`config.mk`:
```
export PLATFORM = sky130hd
export DESIGN_NAME = multicycle_controller
export DESIGN_NICKNAME = d
export VERILOG_FILES = /design/src/rtl/multicycle_controller.sv
export SDC_FILE = /design/constraint.sdc
export NUM_CORES = 1
export LEC_CHECK = 0
export CORE_UTILIZATION = 34
export DETAILED_ROUTE_END_ITERATION = 6
export GPL_TIMING_DRIVEN = 0
export PLACE_DENSITY_LB_ADDON = 0.1
export SKIP_CTS_REPAIR_TIMING = 1
export SLEW_MARGIN = 20
export SYNTH_ARGS = -nofsm -noshare
export SYNTH_HDL_FRONTEND = slang
export SYNTH_SLANG_ARGS = --single-unit
```
`constraint.sdc`:
```
create_clock -name CLK -period 2.3 [get_ports CLK]
set_input_delay 0.69 -clock CLK [delete_from_list [all_inputs] [get_ports CLK]]
set_output_delay 0.69 -clock CLK [all_outputs]
set_load 0.1 [all_outputs]
```
`src/rtl/multicycle_controller.sv`:
```
// Control FSM for the multicycle RV32I core: sequences fetch/decode/execute/writeback over 3-5 cycles.
// Optional feature macro: INSTRET_COUNTER_EN adds the retired-instruction counter output InstRet.
module multicycle_controller #(
    parameter bit          ILLEGAL_HALT  = 1'b1,
    parameter int unsigned COUNTER_WIDTH = 32
) (
    input  logic       CLK,
    input  logic       RESET,
    input  logic       EN,
    input  logic [6:0] OP,
    input  logic [2:0] funct3,
    input  logic       funct7,
    input  logic       Zero,
    output logic       PCWrite,
    output logic       AdrSrc,
    output logic       MemWrite,
    output logic       IRWrite,
    output logic [1:0] ResultSrc,
    output logic [1:0] ALUSrcA,
    output logic [1:0] ALUSrcB,
    output logic [1:0] ImmSrc,
    output logic       RegWrite,
    output logic [2:0] ALUControl,
    output logic       Halted
`ifdef INSTRET_COUNTER_EN
    ,
    output logic [COUNTER_WIDTH-1:0] InstRet
`endif
);

    localparam logic [6:0] OP_LW  = 7'b0000011;
    localparam logic [6:0] OP_SW  = 7'b0100011;
    localparam logic [6:0] OP_R   = 7'b0110011;
    localparam logic [6:0] OP_I   = 7'b0010011;
    localparam logic [6:0] OP_BEQ = 7'b1100011;
    localparam logic [6:0] OP_JAL = 7'b1101111;

    typedef enum logic [3:0] {
        S_FETCH, S_DECODE, S_MEMADR, S_MEMREAD, S_MEMWB, S_MEMWRITE,
        S_EXECUTER, S_EXECUTEI, S_ALUWB, S_BEQ, S_JAL, S_HALT
    } state_t;

    typedef enum logic [1:0] {
        ALU_ADD   = 2'b00,
        ALU_SUB   = 2'b01,
        ALU_FUNCT = 2'b10
    } alu_op_t;

    state_t  state;
    alu_op_t alu_op;
    logic    pc_update, branch, ir_write, mem_write, reg_write, active;

    // State register; a stall simply holds the current state.
    always_ff @(posedge CLK or posedge RESET) begin
        if (RESET) begin
            state <= S_FETCH;
        end else if (EN) begin
            case (state)
                S_FETCH:  state <= S_DECODE;
                S_DECODE: begin
                    case (OP)
                        OP_LW, OP_SW: state <= S_MEMADR;
                        OP_R:         state <= S_EXECUTER;
                        OP_I:         state <= S_EXECUTEI;
                        OP_BEQ:       state <= S_BEQ;
                        OP_JAL:       state <= S_JAL;
                        default:      state <= ILLEGAL_HALT ? S_HALT : S_FETCH;
                    endcase
                end
                S_MEMADR:   state <= OP[5] ? S_MEMWRITE : S_MEMREAD;
                S_MEMREAD:  state <= S_MEMWB;
                S_EXECUTER: state <= S_ALUWB;
                S_EXECUTEI: state <= S_ALUWB;
                S_JAL:      state <= S_ALUWB;
                S_HALT:     state <= S_HALT;
                default:    state <= S_FETCH;
            endcase
        end
    end

    // Moore decode of selects and raw strobes.
    always_comb begin
        pc_update = 1'b0;
        branch    = 1'b0;
        ir_write  = 1'b0;
        mem_write = 1'b0;
        reg_write = 1'b0;
        AdrSrc    = 1'b0;
        ResultSrc = 2'b00;
        ALUSrcA   = 2'b00;
        ALUSrcB   = 2'b00;
        alu_op    = ALU_ADD;
        Halted    = 1'b0;
        case (state)
            S_FETCH: begin
                ir_write  = 1'b1;
                ALUSrcB   = 2'b10;
                ResultSrc = 2'b10;
                pc_update = 1'b1;
            end
            S_DECODE: begin
                ALUSrcA = 2'b01;
                ALUSrcB = 2'b01;
            end
            S_MEMADR: begin
                ALUSrcA = 2'b10;
                ALUSrcB = 2'b01;
            end
            S_MEMREAD: AdrSrc = 1'b1;
            S_MEMWB: begin
                ResultSrc = 2'b01;
                reg_write = 1'b1;
            end
            S_MEMWRITE: begin
                AdrSrc    = 1'b1;
                mem_write = 1'b1;
            end
            S_EXECUTER: begin
                ALUSrcA = 2'b10;
                alu_op  = ALU_FUNCT;
            end
            S_EXECUTEI: begin
                ALUSrcA = 2'b10;
                ALUSrcB = 2'b01;
                alu_op  = ALU_FUNCT;
            end
            S_ALUWB: reg_write = 1'b1;
            S_BEQ: begin
                ALUSrcA = 2'b10;
                alu_op  = ALU_SUB;
                branch  = 1'b1;
            end
            S_JAL: begin
                ALUSrcA   = 2'b01;
                ALUSrcB   = 2'b10;
                pc_update = 1'b1;
            end
            S_HALT:  Halted = 1'b1;
            default: ;
        endcase
    end

    // Strobes are suppressed while stalled or held in reset.
    assign active   = EN & ~RESET;
    assign PCWrite  = active & (pc_update | (branch & Zero));
    assign IRWrite  = active & ir_write;
    assign MemWrite = active & mem_write;
    assign RegWrite = active & reg_write;

    always_comb begin
        ALUControl = 3'b000;
        case (alu_op)
            ALU_SUB: ALUControl = 3'b001;
            ALU_FUNCT: begin
                case (funct3)
                    3'b000:  ALUControl = (OP[5] & funct7) ? 3'b001 : 3'b000;
                    3'b010:  ALUControl = 3'b101;
                    3'b110:  ALUControl = 3'b011;
                    3'b111:  ALUControl = 3'b010;
                    default: ALUControl = 3'b000;
                endcase
            end
            default: ALUControl = 3'b000;
        endcase
    end

    always_comb begin
        ImmSrc = 2'b00;
        case (OP)
            OP_SW:   ImmSrc = 2'b01;
            OP_BEQ:  ImmSrc = 2'b10;
            OP_JAL:  ImmSrc = 2'b11;
            default: ImmSrc = 2'b00;
        endcase
    end

`ifdef INSTRET_COUNTER_EN
    logic known_op, retire;

    // Retire on every final state heading back to FETCH, plus an illegal opcode taken as NOP.
    always_comb begin
        known_op = (OP == OP_LW) || (OP == OP_SW) || (OP == OP_R) ||
                   (OP == OP_I) || (OP == OP_BEQ) || (OP == OP_JAL);
        retire = 1'b0;
        case (state)
            S_MEMWB, S_MEMWRITE, S_ALUWB, S_BEQ: retire = 1'b1;
            S_DECODE: retire = !ILLEGAL_HALT && !known_op;
            default:  retire = 1'b0;
        endcase
    end

    always_ff @(posedge CLK or posedge RESET) begin
        if (RESET) begin
            InstRet <= '0;
        end else if (EN && retire) begin
            InstRet <= InstRet + COUNTER_WIDTH'(1);
        end
    end
`else
    logic unused_counter_width;
    assign unused_counter_width = ^COUNTER_WIDTH;
`endif

endmodule

```
Word-level counts from Yosys, hierarchy flattened
Cells that the tools add are included.

Register bits after elaboration: 4. Latch bits: 0. Bits in writable memories: 0. Memory bits (read-only): 0. Logic and storage cells: 61. Memories kept: 0.

Add/sub/neg operators: 0. Multiply operators: 0. Divide/modulo/power cells: 0. Magnitude comparators: 0. Equality and inequality tests: 22. Shift operators: 0. Mux-type cells: 18. Bitwise logic cells: 9. Reductions and logical operators: 11.

Operators by type and width (count): 4-bit one-hot mux with 6 select lines (1); 4-bit one-hot mux with 5 select lines (1); 4-bit by 3-bit == test with 1-bit output (second input constant) (4); 4-bit == test (second input constant) (4); 2-bit one-hot mux with 2 select lines (4); 7-bit by 6-bit == test with 1-bit output (second input constant) (2); 7-bit == test (second input constant) (2); 3-bit one-hot mux with 4 select lines (1); 2-bit OR reduction (6); 4-bit by 2-bit == test with 1-bit output (second input constant) (2); 1-bit 2-to-1 mux (8); 1-bit AND (7); 7-bit by 2-bit == test with 1-bit output (second input constant) (1); 7-bit by 5-bit == test with 1-bit output (second input constant) (1); 3-bit == test (second input constant) (2); 2-bit one-hot mux with 3 select lines (1); 3-bit one-hot mux with 2 select lines (1); 3-bit OR reduction (2); 4-bit by 1-bit == test with 1-bit output (second input constant) (1); 4-bit zero test (1); 4-bit OR reduction (1); 3-bit by 2-bit == test with 1-bit output (second input constant) (1); 3-bit zero test (1); 3-bit 2-to-1 mux (1); 4 further kinds (4).

Longest topological paths before layout
Gate-level depths: netlist of run 1.

Depth in word-level cells: 5. Depth in mapped cells: 7. Depth with buffers taken out: 6.

Least setup slack after synthesis of run 1
Ideal clock, no wire load.

Path kind: reg-to-output. From: register state[3]. To: output IRWrite. Arrival: 4.573 ns. Required time: 1.610 ns. Slack: -2.963 ns. Cell stages (with the launch flop): 4. Cell sequence: dfrtp_1 > buf_2 > nor4_1 > and3_1.

Word-level cells in the longest chain between the ends: 3.

Ends and longest elaborated chain: start: declaration (line 49) `state_t state;`; start signal: assignment (line 67) `default: state <= ILLEGAL_HALT ? S_HALT : S_FETCH;`; start signal: assignment (line 70) `S_MEMADR: state <= OP[5] ? S_MEMWRITE : S_MEMREAD;`; 4-bit zero test (line 94) `case (state)`; 1-bit 2-to-1 mux (line 94); 1-bit AND (line 146) `assign IRWrite = active & ir_write;`; end: declaration (line 17) `output logic IRWrite,`.

No other way between the ends.

Worst setup path after layout of run 1
From: register state[3]. To: output ALUControl[2].

Word-level cells in the longest chain between the ends: 5. Elaborated cells between the ends (all ways): 8. Those cells by class: eq/ne (5); mux (2); reduce/logical (1).

Ends and longest elaborated chain: 4-bit by 3-bit == test with 1-bit output (line 94); 2-bit OR reduction (no source line); 2-bit one-hot mux with 2 select lines * (line 94); 2-bit == test or 2-bit by 1-bit == test with 1-bit output (tied branches) (line 152) `case (alu_op)`; 3-bit one-hot mux with 2 select lines * (line 152); end: declaration (line 23) `output logic [2:0] ALUControl,`.

Mark *: on every way between the ends. The rest lies on a longest branch, timed or not.

==> impl_metrics.csv, run 1 <==
group,metric,value,unit
final_layout,seq_area,101,um2
sta,setup_viol,7,
final_layout,post-route-util,88.6,%
sta,maxSlewHeadroom,76.0,%
global_routing,grt.total_usage,21.8,%
sta,setup_slack,-0.376,ns
die,initial_core_util,37.9,%
global_routing,grt_start_max_net_pins,11,
run_status,violations,"DRC, setup timing",
place,gp_congestion,0.804,
die,die_y,43.7,um
sta,fin_worst_skew,0.0126,ns
cts,cts_buffers,3,
synth,synth_top_family_by_area,"simple AND/OR/NAND/NOR gates",
final_layout,multi_input_area,673,um2
global_routing,gr-total-overflow,0,
final_layout,top_regs,"state (4)",
sta,slew_violations,0,
power_and_ir_drop,pwr_density_cell,1510,mW/mm2
synth,synth_compound_area_share,25.0,%
sta,rsz0062_at_grt,"true",
synth,synth_cell_types,40,
final_layout,num_antenna_cells,0,
synth,ys_ff_latch,4,
cts,ctsLongestPathBuffers,2,
sta,worstMarginPinSlew,0.357,ns
worst_hold_path,hp-class,"primary input to asynchronous set/reset pin",
final_layout,n_fill_cell,77,
final_layout,nNetsFinal,150,
die,ios,32,
synth,synthCells,86,
die,core_area,0.00156,mm2
synth,seq_area_frac_synth,16.9,%
run,max-cap-violations,0,
route,ant_nets,0,
cts,htree_levels,1,
power_and_ir_drop,ir_drop,1.27,mV
final_layout,final_area,0.00138,mm2
synth,synthesis.area,591,um2
cts,tritoncts,"yes",
setup_path,worst_ep_arrival_time,1.99,ns
final_layout,regMostFlops,"state",
synth,avgSynthCellArea,6.87,um2
sta,fin_hold_ws,0.505,ns
route,avgRoutedWirePerCell,16.6,um
run_status,status,"complete, but fails checks",
die,die_w,43.7,um
global_routing,grt_pass1_vias,739,
cts,clockRootBuffer,"clkbuf_4",
sta,hold_viol_final,0,
synth,muxShareOfSynthArea,1.69,%
final_layout,largest_reg_flops,4,
power_and_ir_drop,power.leakage,0.601,nW
sta,finalCritPeriodShare,116,%
route,vias_per_cell,5.84,
setup_path,cp_max_fo,8,
final_layout,final_common_cell,"buf_4",
route,via_count,859,
route,drt-initial-drc-count,42,
setup_path,cp.required,1.61,ns
final_layout,drive_gt1_share,55.7,%
setup_path,path_class,"flip-flop to output port",
sta,max_clock_freq,0.374,GHz
route,drtPass1Iterations,6,
global_routing,antenna_found_initial,0,
sta,fin_crit,2.68,ns
route,drcViolationCount,2,
synth,synthSimpleGateAreaFrac,40.9,%
final_layout,mostFrequentLayoutCells,"13 x buf_4, 7 x nand2_1, 7 x buf_12, 7 x clkbuf_4",
route,wirelength,2440,um
cts,clock_latency,0.25,ns
place,placed_cell_area,0.00118,mm2
global_routing,grt_pass1_wl,3130,um
cts,clkSlewWorstSetupHoldPaths,0.05,ns
setup_path,start_kind,"flip-flop",
place,place_ws,-1.37,ns
synth,synth_fa_ha_area_share,4.24,%
die,row_count,14,
synth,synth_xor_area_share,1.48,%
power_and_ir_drop,p_total,2.09,mW
final_layout,area_delta_synth_final,134,%
die,fp.dieArea,0.00191,mm2
synth,synth_warnings,0,
setup_path,worst_setup_path_end_kind,"output port",
cts,clkSinkCount,4,
synth,syn_nets,103,
place,hpwl,1420,um
place,numPortBuffers,31,
==> critical path: stages (launching register included) <==
cell and delay, ns:
dfrtp_1 0.40, buf_6 0.15, buf_12 0.14, nor3_4 0.23
ha_4 0.26, nor4bb_4 0.29, buf_6 0.26
==> metrics by stage <==
stage	TNS, ns	cells
final	-1.54	147
after global routing	-1.75	147
after CTS	-17.65	136
after detailed placement	-14.96	133
after global placement	-14.77	133
after floorplan	-3.11	86
==> logic make-up after synthesis <==
family                   Yosys count
adder cells (fa/ha/maj)            2
XOR/XNOR                           1
buffers and inverters             15
AO/OA/AOI/OAI                     22
multiplexers                       1
flip-flops                         4
AND/OR/NAND/NOR                   41
==> where the power goes <==
group          total, mW  leakage (nW)  switching, mW  internal, mW
combinational       1.85         0.538           1.21         0.634
clock             0.0946        0.0138         0.0358        0.0588
sequential         0.149        0.0493         0.0439         0.105
==> worst paths after layout <==
path                           from  depth (start not counted)            end  slack, ns
max in group asynchronous     RESET                          3       state[0]       1.67
max                        state[3]                          6  ALUControl[2]      -0.38
min                           RESET                          3       state[3]       0.51
min reg2reg                state[2]                          3       state[2]       0.64
max reg2reg                state[3]                          5       state[1]       0.88
min in group CLK           state[2]                          3       state[2]       0.64
==> per-layer routing <==
metal,track usage [%],wire length [um],up-vias
li1,-,-,403
met1,24.7,941,396
met2,37.9,1280,51
met3,3.33,144,9
met4,13.1,75,0
met5,0,0,-
==> synth_stat cells, drive strengths merged <==
cell type   n  area [um2]
a21oi       6        30.0
and3        2        12.5
nor3        4        20.0
nor4b       1        8.76
or2         1        6.26
nor4bb      1        10.0
o221ai      1        8.76
nand2       8        30.0
xnor2       1        8.76
dfrtp       4         100
a211oi      3        22.5
o211ai      1        7.51
nand3       4        20.0
or4         1        7.51
or3         1        11.3
o311ai      1        8.76
and2        1        6.26
nand4b      1        8.76
o21ai       4        20.0
inv        10        37.5
nor2b       5        31.3
a221o       1        10.0
mux2i       1        10.0
clkbuf      2        7.51
o31a        2        17.5
nor2        3        11.3
and3b       1        8.76
and4b       1        10.0
a21o        2        16.3
buf         3        12.5
ha          2        25.0
nand2b      2        12.5
nand4       1        6.26
nor3b       1        7.51
o22ai       1        6.26
nor4        2        12.5
==> area by class of cell <==
type                            count  area share [%]
Buffer                              5            4.89
Clock buffer                        3            1.63
Inverter                           10            3.26
Multi-Input combinational cell     67            48.7
Sequential cell                     4            7.34
Tap cell                           16            1.45
Timing Repair Buffer               42            32.7
(Power assumes the default switching activity.)
==> run 2, diff against run 1 <==
--- a/config.mk
+++ b/config.mk
@@ -5,6 +5,7 @@
 export SDC_FILE = /design/constraint.sdc
 export NUM_CORES = 1
 export LEC_CHECK = 0
+export CORE_MARGIN = 5
 export CORE_UTILIZATION = 34
 export DETAILED_ROUTE_END_ITERATION = 6
 export GPL_TIMING_DRIVEN = 0
==> run 2 against run 1 <==
The run ends with setup timing left. Non-clock buffer count is 5 higher. First-iteration DRC count is 57% lower. Core utilization is 3.5 points lower. Critical endpoint unchanged. Largest cell class unchanged. Critical path type unchanged.
==> impl_metrics.csv, run 2 (synthesis gave the netlist of run 1 again) <==
group,metric,value,unit
die,die_y,51.7,um
sta,setup_slack,-0.303,ns
sta,rsz0062_at_grt,"true",
die,row_count,15,
route,wl_met3,129,um
place,numPortBuffers,31,
power_and_ir_drop,power.share.clock,4.0,%
setup_path,start_kind,"flip-flop",
route,routed-wl-met2,1150,um
setup_path,worst_setup_path_end_kind,"output port",
cts,clockRootBuffer,"clkbuf_4",
power_and_ir_drop,p_comb_share,89.1,%
sta,fin_setup_tns,-1.15,ns
setup_path,worstPathCellList,"buf_6 -> buf_12 -> nor3_4 -> ha_4 -> nor4bb_4 -> buf_6",
route,vias_per_cell,5.59,
final_layout,mostFrequentLayoutCells,"18 x buf_4, 8 x buf_12, 7 x nand2_1, 7 x buf_6, 7 x dlymetal6s2s_1",
sta,worstMarginPinSlew,0.487,ns
setup_path,crit_buf_inv,3,
final_layout,num_antenna_cells,0,
sta,setup_viol,6,
route,drt-initial-drc-count,18,
setup_path,cpMaxStageDelayCell,"dfrtp_1",
setup_path,worst-r2r-setup-slack,0.91,ns
cts,clkSlewWorstSetupHoldPaths,0.04,ns
power_and_ir_drop,p_total,2.10,mW
sta,maxSlewHeadroom,67.7,%
cts,clock_latency,0.23,ns
global_routing,grt_pass1_vias,802,
final_layout,final_common_cell,"buf_4",
final_layout,drive_gt1_share,58.1,%
route,ant_nets,0,
power_and_ir_drop,ir_drop,0.967,mV
setup_path,cp_common_cell,"buf_6",
sta,finalCritPeriodShare,113,%
final_layout,area_delta_synth_final,143,%
worst_hold_path,hp-class,"primary input to asynchronous set/reset pin",
sta,hold_viol_final,0,
run_status,status,"complete, but fails checks",
final_layout,top_regs,"state (4)",
global_routing,gr-total-overflow,0,
sta,fin_worst_skew,0.00781,ns
run,max-cap-violations,0,
sta,slew_violations,0,
final_layout,largest_reg_flops,4,
global_routing,antenna_found_initial,0,
power_and_ir_drop,pwr_density_cell,1460,mW/mm2
route,m1WireLength,902,um
final_layout,regMostFlops,"state",
setup_path,cp_max_fo,10,
setup_path,max_stage_delay,0.37,ns
place,gp_congestion,0.825,
power_and_ir_drop,p_seq_share,6.9,%
sta,max_clock_freq,0.384,GHz
power_and_ir_drop,internal_power,0.834,mW
run_status,violations,"setup timing",
setup_path,path_class,"flip-flop to output port",
global_routing,grt_start_max_net_pins,11,
global_routing,grt_pass1_wl,3230,um
die,initial_core_util,35.0,%
route,drtPass1Iterations,7,
power_and_ir_drop,power.leakage,0.643,nW
power_and_ir_drop,swShare,60.2,%
route,top_layer,"met4",
cts,cts_buffers,3,
cts,clkSinkCount,4,
cts,ctsLongestPathBuffers,2,
place,hpwl,1520,um
power_and_ir_drop,p_sw,1.26,mW
sta,fin_crit,2.60,ns
route,drcViolationCount,0,
final_layout,nNetsFinal,155,
route,avgRoutedWirePerCell,14.4,um
route,wirelength,2200,um
setup_path,path_delay_family,"buffers and inverters",
cts,tritoncts,"yes",
die,fp.dieArea,0.00267,mm2
die,die_w,51.7,um
cts,htree_levels,1,
setup_path,cp.required,1.61,ns
place,place_ws,-1.37,ns
die,core_area,0.00169,mm2
route,via_count,856,
die,ios,32,
global_routing,grt.total_usage,15.5,%
setup_path,worst_ep_arrival_time,1.91,ns
[run 2: changes by cell type in the layout (fill, tap and decap cells not counted), sizes merged]
cell | before | now
buf | 28 | 37
clkbuf | 11 | 7
clkdlybuf4s50 | 5 | 4
dlymetal6s2s | 6 | 7
[run 2: area by class of cell]
cell class              instances  area (um2)
repair buffers                 47         495
fillers                        93         251
multi-input cells              67         682
well taps                      17        21.3
flip-flops and latches          4         101
plain buffers                   5        67.6
clock buffers                   3        22.5
inverters                      10        47.5
[run 2: final timing paths]
| path | cells after the start | start | end |
|---|---|---|---|
| worst max-delay path | 6 | state[3] | ALUControl[2] |
| worst min-delay path | 3 | RESET | state[3] |
| worst max register to register | 5 | state[1] | state[0] |
| worst min register to register | 3 | state[2] | state[2] |
| max in group asynchronous | 3 | RESET | state[0] |
| min in group CLK | 3 | state[2] | state[2] |
[run 2: metal layers]
metal,global-route usage [%],up-vias
met5,0,-
met4,6.55,0
met3,2.58,4
met2,29.4,29
met1,16.5,410
li1,-,413
[run 2: metrics by stage]
step           utilization, %  hold slack [ns]  cell area [um2]  cells
6_report                 85.1            0.519             1440    153
5_1_grt                  85.1            0.533             1440    153
4_1_cts                  71.0            0.628             1200    137
3_5_place_dp             69.7            0.623             1180    134
3_3_place_gp             69.7            0.622             1180    134
2_1_floorplan               -            0.461              846     86
[run 2: worst reg2reg max path: stages, from the launching register on]
cell and delay (ns):
dfrtp_1 0.40, buf_8 0.15, buf_4 0.15, nor4b_1 0.31, o31a_1 0.20, a221o_1 0.13
[run 2: power by group through the flow]
stage	combinational [mW]	sequential [mW]	clock [mW]
finish	1.87	0.145	0.0835
global route	1.96	0.150	0.0973
CTS	1.61	0.141	0.0868
detailed placement	1.60	0.142	0
global placement	1.59	0.139	0
floorplan	1.32	0.131	0
